**src/rtl/ysyx_25040111_wbu.sv**
```systemverilog
// Write-back unit: arbitrates EXU/LSU results into one registered register-file write port
// and keeps a pending-write scoreboard for the issue stage.
module ysyx_25040111_wbu (
    input  logic        clock,
    input  logic        reset,
    input  logic        exu_valid,
    output logic        exu_ready,
    input  logic        exu_wen,
    input  logic [3:0]  exu_rd,
    input  logic [31:0] exu_data,
    input  logic        lsu_valid,
    output logic        lsu_ready,
    input  logic [3:0]  lsu_rd,
    input  logic [31:0] lsu_data,
    input  logic        iss_valid,
    input  logic [3:0]  iss_rd,
    output logic        wen,
    output logic [3:0]  waddr,
    output logic [31:0] wdata,
    output logic        commit,
    output logic [15:0] busy
);

    logic        last_lsu;
    logic        exu_acc;
    logic        lsu_acc;
    logic        acc;
    logic        acc_real;
    logic [3:0]  acc_rd;
    logic [31:0] acc_data;
    logic [15:0] busy_q;
    logic [15:0] busy_d;

    // Ready depends only on the valids and the round-robin flop; a source is
    // refused only when the other side wins a two-way conflict.
    assign lsu_ready = reset & ~(exu_valid & last_lsu);
    assign exu_ready = reset & ~(lsu_valid & ~last_lsu);

    assign exu_acc = exu_valid & exu_ready;
    assign lsu_acc = lsu_valid & lsu_ready;
    assign acc     = exu_acc | lsu_acc;

    always_comb begin
        acc_rd   = 4'd0;
        acc_data = 32'd0;
        acc_real = 1'b0;
        if (lsu_acc) begin
            acc_rd   = lsu_rd;
            acc_data = lsu_data;
            acc_real = 1'b1;
        end else if (exu_acc) begin
            acc_rd   = exu_rd;
            acc_data = exu_data;
            acc_real = exu_wen;
        end
    end

    // Clear first so a same-cycle issue to the same index keeps the bit set.
    always_comb begin
        busy_d = busy_q;
        if (acc && acc_rd != 4'd0) begin
            busy_d[acc_rd] = 1'b0;
        end
        if (iss_valid && iss_rd != 4'd0) begin
            busy_d[iss_rd] = 1'b1;
        end
        busy_d[0] = 1'b0;
    end

    always_ff @(posedge clock or negedge reset) begin
        if (!reset) begin
            last_lsu <= 1'b0;
            wen      <= 1'b0;
            commit   <= 1'b0;
            waddr    <= 4'd0;
            wdata    <= 32'd0;
            busy_q   <= 16'd0;
        end else begin
            if (exu_valid && lsu_valid) begin
                last_lsu <= lsu_acc;
            end
            commit <= acc;
            wen    <= acc & acc_real & (acc_rd != 4'd0);
            if (acc) begin
                waddr <= acc_rd;
                wdata <= acc_data;
            end
            busy_q <= busy_d;
        end
    end

    assign busy = busy_q;

endmodule

```
**config.mk**
```make
export PLATFORM = sky130hd
export DESIGN_NAME = ysyx_25040111_wbu
export DESIGN_NICKNAME = d
export VERILOG_FILES = /design/src/rtl/ysyx_25040111_wbu.sv
export SDC_FILE = /design/constraint.sdc
export NUM_CORES = 1
export LEC_CHECK = 0
export CAP_MARGIN = 25
export CORE_AREA = 2 2 85 87
export CTS_CLUSTER_SIZE = 24
export DETAILED_ROUTE_END_ITERATION = 8
export DIE_AREA = 0 0 87 89
export PLACE_DENSITY = 0.85
export SYNTH_ARGS = -nofsm -noshare
export SYNTH_HDL_FRONTEND = slang
export SYNTH_SLANG_ARGS = --single-unit
```
**constraint.sdc**
```tcl
create_clock -name clock -period 1.9 [get_ports clock]
set_input_delay 0.19 -clock clock [delete_from_list [all_inputs] [get_ports clock]]
set_output_delay 0.19 -clock clock [all_outputs]
set_load 0.02 [all_outputs]
```
---- Word level (Yosys, flattened, before mapping) ----
Index checks and enable logic that the tools add are counted.
word-level totals
  register bits ........................... 54
  latch bits .............................. 0
  bits in writable memories ............... 0
  memory bits (read-only) ................. 0
  bits of input ports ..................... 82
  word-level logic and storage cells ...... 44
  memories kept ........................... 0
cells by class
  add/subtract/negate cells ............... 0
  $mul .................................... 0
  div/mod/pow operators ................... 0
  order comparisons ....................... 4
  eq/ne operators ......................... 0
  shift operators ......................... 0
  muxes and demuxes ....................... 12
  bitwise logic cells ..................... 15
  reductions and logical operators ........ 7
operator list
  operator                                             number
  two-way mux 32 bit                                   2
  two-way mux 16 bit                                   2
  bitwise AND 16 bit                                   1
  inverter 16 bit                                      1
  OR 16 bit                                            1
  < comparator 4 x 5 -> 1 bit, second input constant   2
  bitwise AND 1 bit                                    8
  demux 1 bit (select 4 bit)                           2
  >= comparator 4 x 1 -> 1 bit, second input constant  2
  two-way mux 4 bit                                    2
  nonzero test 4 bit                                   2
  logical AND 1 bit                                    5
  two-way mux 1 bit                                    4
  inverter 1 bit                                       3
  OR 1 bit                                             1

---- Logic depth before layout (Yosys ltp) ----
Gate-level depths: netlist (run 1).
  depth after elaboration ................. 16
  mapped depth ............................ 7

---- Worst setup path before layout (run 1) ----
Ideal clock, no wire load.
  path kind ............................... reg2reg
  from .................................... register last_lsu
  to ...................................... register busy_q[5] (netlist: busy[5])
  setup time .............................. 0.138 ns
  data arrival time ....................... 1.536 ns
  data required time ...................... 1.762 ns
  slack ................................... 0.227 ns
  stages on the path, launching flop included .. 7
  buffers on the path ..................... 1
  cells stage by stage .................... dfrtp_1 -> nand2b_4 -> and2_1 -> buf_4 -> a31o_2 -> o41ai_1 -> o21ai_0
between the ends
  longest elaborated chain between the ends .. 16
  elaborated cells between the ends (all ways) .. 24
  those cells by class .................... order compare: 2; mux: 6; bitwise: 13; reduce/logical: 3
RTL lines
  item                                                                                               RTL line  RTL
  start, declared                                                                                    24        logic last_lsu;
  start signal, assigned                                                                             80        last_lsu <= lsu_acc;
  inverter 1 bit                                                                                     37        assign exu_ready = reset & ~(lsu_valid & ~last_lsu);
  bitwise AND 1 bit                                                                                  37
  inverter 1 bit                                                                                     37
  bitwise AND 1 bit                                                                                  37
  bitwise AND 1 bit                                                                                  39        assign exu_acc = exu_valid & exu_ready;
  two-way mux 4 bit                                                                                  51        end else if (exu_acc) begin
  two-way mux 4 bit                                                                                  47        if (lsu_acc) begin
  < comparator 4 x 5 -> 1 bit (not written as such) or >= comparator 4 x 1 -> 1 bit (tied branches)  62        busy_d[acc_rd] = 1'b0;
  logical AND 1 bit (not written as such)                                                            62
  two-way mux 1 bit (not written as such)                                                            62
  demux 1 bit (select 4 bit)                                                                         62
  inverter 16 bit (no source line)                                                                   --
  bitwise AND 16 bit (no source line)                                                                --
  two-way mux 16 bit *                                                                               61        if (acc && acc_rd != 4'd0) begin
  OR 16 bit (no source line)                                                                         --
  two-way mux 16 bit *                                                                               64        if (iss_valid && iss_rd != 4'd0) begin
  net busy_d[5]                                                                                      32        logic [15:0] busy_d;
  end signal, assigned                                                                               88        busy_q <= busy_d;
  end, declared                                                                                      31        logic [15:0] busy_q;
The timed path passes the listed nets; every way through them passes the cells marked *.
A chain may end at the register's enable or synchronous reset.

---- Final worst setup path (run 1) ----
  from .................................... register last_lsu
  to ...................................... register busy_q[6] (netlist: busy[6])
Same word-level chain as after synthesis.

==> Implementation_results.wiki, run 1 <==
{| class="wikitable"
! Metric !! Value
|-
| # clock sinks || 54
|-
| Maximum fanout encountered on the critical timing path || 6
|-
| Post-synthesis to final-layout area growth || 67.7%
|-
| Routed Wire Length || 7380 um
|-
| Worst hold path class || input port to asynchronous set/reset pin
|-
| Run status || complete, no violations
|-
| Clk Latency, worst-skew pair || 0.30 ns
|-
| Depth of the worst register-to-register path || 6
|-
| Count of standard-cell rows || 30
|-
| Max-slew violation total from the final report || 0
|-
| Critical path data required time || 2.08 ns
|-
| Commonest non-fill, non-tap cell in the layout || sky130_fd_sc_hd__clkdlybuf4s50_1
|-
| CTS tree || built
|-
| Number of nets in the layout || 471
|-
| Number of input and output port buffers inserted || 136
|-
| Final period util || 97.6%
|-
| Unrepaired setup endpoints after global routing || yes
|-
| P per Cell Area || 820 nW/um^2
|-
| Global placement routability congestion || 0.995
|-
| Ordered cell list for the critical path || nand2b_4 -> and2_2 -> buf_4 -> a31o_2 -> o41ai_2 -> o21ai_1
|-
| Share of synthesized area occupied by flip-flops and latches || 52.8%
|-
| Post-layout minimum cycle time || 1.85 ns
|-
| Power spent charging and discharging nets || 1.15 mW
|-
| Die Footprint || 7740 sq um
|-
| Internal reg-to-reg setup slack || 0.05 ns
|-
| Via count of the first global-routing pass || 2458
|-
| Distinct cell type count after synthesis || 34
|-
| Worst-case vdd ir drop || 0.000345 V
|-
| Final cell count without fillers || 470
|-
| Critical Path AT || 2.03 ns
|-
| Post-Synthesis Cell Area || 2560 sq um
|-
| Largest net degree at the start of global routing || 70
|-
| Crit path capture type || flip-flop
|-
| Maximum single-stage delay on the critical path || 0.40 ns
|-
| Number of synthesized flops with an enable pin || 0
|-
| Detailed-route via count || 2455
|-
| Count of H-tree levels built during CTS || 2
|-
| R2R Path Start || last_lsu
|-
| Fraction of power consumed by sequential logic || 42.1%
|-
| Initial antenna violation count || 0
|-
| Die extent in x || 87 um
|-
| Post-synthesis instance total || 247
|-
| Largest buffer count on any clock path || 2
|-
| Share of total power in the clock network || 18.4%
|-
| Clk root buf || sky130_fd_sc_hd__clkbuf_8
|-
| Drt first-iter violations || 114
|-
| Portion of total power attributed to combinational logic || 39.6%
|-
| Final standard cell area without fillers || 4290 sq um
|-
| Clock buffers created by TritonCTS || 5
|-
| Core region area || 6720 sq um
|-
| Aggregate global routing overflow || 0
|-
| DR WL/cell || 15.7 um
|-
| Worst hold slack across all endpoints || 0.215 ns
|-
| Die outline height || 89 um
|-
| Residual DRC || 0
|-
| Commonest cells after routing, fill and taps aside || 133 x sky130_fd_sc_hd__clkdlybuf4s50_1, 54 x sky130_fd_sc_hd__dfrtp_1, 43 x sky130_fd_sc_hd__nand2_1
|-
| Syn_area_per_cell || 10.4 sq um
|-
| Ratio of cells with drive above 1 in the final layout || 12.1%
|-
| WS Path Type || flip-flop to flip-flop
|-
| Count of state elements after synthesis || 54
|-
| Leakage dissipation || 1.94 nW
|-
| DR pass1 iterations || 4
|-
| Effective utilization at floorplan || 38.1%
|-
| Switching Share || 32.7%
|-
| Synth warnings || 0
|-
| Max-capacitance violation count || 0
|-
| Slowest CP cell || sky130_fd_sc_hd__dfrtp_1
|-
| Net count after synthesis || 329
|-
| Final hold violation count || 0
|-
| Via density per instance || 5.22
|-
| Peak clock frequency supported by timing || 0.539 GHz
|-
| Dpl cells || 461
|-
| Detailed-placement wirelength estimate || 5670 um
|-
| Wire length of the first global-routing pass || 11400 um
|-
| Number of setup violations in the final report || 0
|-
| Leading register cell type out of synthesis || sky130_fd_sc_hd__dfrtp_1
|-
| Clock-pin transition on the worst setup and hold timing paths || 0.09 ns
|-
| Critical register-to-register path endpoint || busy[6]
|-
| Antenna diodes || 0
|-
| I/O pin cnt || 138
|-
| Area after detailed placement || 4090 sq um
|-
| Aggregate global-route resource usage || 18.8%
|-
| Setup crit start kind || flip-flop
|-
| Setup skew after layout || 0.00497 ns
|-
| Post-CTS setup-driven buffer insertion count || 0
|-
| Internal power component || 2.37 mW
|-
| Async set or reset register ratio after synthesis || 100%
|-
| Count of nets left with antenna violations after detail routing || 0
|}
per-stage QoR:
stage               utilization (%)  TNS (ns)  total power, mW  worst slack, ns
global route                   63.9   -0.0332             3.71          -0.0247
CTS                            62.7         0             3.51          0.00141
global placement               60.8     -2.36             2.81           -0.242
finish                         63.9         0             3.52           0.0454
floorplan                         -         0             2.08            0.227
detailed placement             60.8     -4.02             2.85           -0.348
flip-flops by register name, summed over array words and instances (netlist names):
signal,count
wdata,32
waddr,4
last_lsu,1
wen,1
busy,15
commit,1
routing by layer:
layer,GRT usage (%),routed length [um]
met4,6.68,172
met5,0,0
met3,4.25,485
met1,22.2,2900
met2,33.7,3820
power by group through the flow:
stage	clock network [mW]	logic [mW]	registers, mW
global placement	0	1.33	1.49
CTS	0.673	1.37	1.47
detailed placement	0	1.35	1.50
floorplan	0	0.346	1.73
global route	0.729	1.49	1.50
finish	0.646	1.39	1.48
cells in the mapped netlist, types with 2 or more instances:
| cell type | instances | area share [%] |
|---|---|---|
| sky130_fd_sc_hd__a31o_2 | 3 | 1.0 |
| sky130_fd_sc_hd__a31oi_1 | 3 | 0.73 |
| sky130_fd_sc_hd__and2_1 | 2 | 0.49 |
| sky130_fd_sc_hd__and3_1 | 3 | 0.73 |
| sky130_fd_sc_hd__buf_2 | 6 | 1.2 |
| sky130_fd_sc_hd__buf_4 | 2 | 0.59 |
| sky130_fd_sc_hd__clkbuf_1 | 9 | 1.3 |
| sky130_fd_sc_hd__dfrtp_1 | 54 | 53 |
| sky130_fd_sc_hd__inv_1 | 5 | 0.73 |
| sky130_fd_sc_hd__mux2i_1 | 32 | 13 |
| sky130_fd_sc_hd__nand2_1 | 44 | 6.5 |
| sky130_fd_sc_hd__nand2b_1 | 3 | 0.73 |
| sky130_fd_sc_hd__nand3_1 | 2 | 0.39 |
| sky130_fd_sc_hd__nand3b_1 | 2 | 0.59 |
| sky130_fd_sc_hd__o21ai_0 | 42 | 8.2 |
| sky130_fd_sc_hd__o21ai_1 | 2 | 0.39 |
| sky130_fd_sc_hd__o31ai_1 | 6 | 1.8 |
| sky130_fd_sc_hd__o41ai_1 | 11 | 3.8 |
cell type report:
cell class,count,area (sq um)
clock inverters,2,12.5
repair buffers,153,1520
multi-input cells,170,1210
flip-flops and latches,54,1350
clock buffers,6,82.6
well taps,80,100
fillers,557,2430
inverters,5,18.8
cells by family after synthesis:
| family | count (synthesis) | share of synthesized area [%] |
|---|---|---|
| DFF | 54 | 52.8 |
| AOI/OAI and AO/OA | 75 | 18.8 |
| muxes | 33 | 13.0 |
| other | 1 | 0.146 |
| and+or+nand+nor | 61 | 11.0 |
| buffers and inverters | 23 | 4.25 |
worst max-delay path, delay by kind of cell, from the launching register on:
family	cells	cell delay, ns
and+or+nand+nor	2	0.41
DFF	1	0.40
buffers and inverters	1	0.16
AOI/OAI and AO/OA	3	0.76
how the worst max path moves through the flow:
stage | cells after the start | to | from | slack, ns
2_1_floorplan | 6 | busy[5] | last_lsu | 0.23
4_1_cts | 3 | lsu_ready | last_lsu | 0.001
3_3_place_gp | 6 | busy[1] | lsu_valid | -0.24
5_1_grt | 6 | busy[6] | last_lsu | -0.02
3_5_place_dp | 6 | busy[1] | lsu_valid | -0.35
6_report | 6 | busy[6] | last_lsu | 0.05
timing repair:
action	4_1_cts	5_1_grt
setup endpoints to repair	4	11
hold buffers	1	0
resized for setup	4	19
endpoints found under the hold margin	2	0
(Power assumes the default switching activity.)
==> run 2, diff against run 1 <==
SLEW_MARGIN = 20   (was unset)
==> results of run 2 <==
Final layout, timing and power as in run 1 (identical DEF).
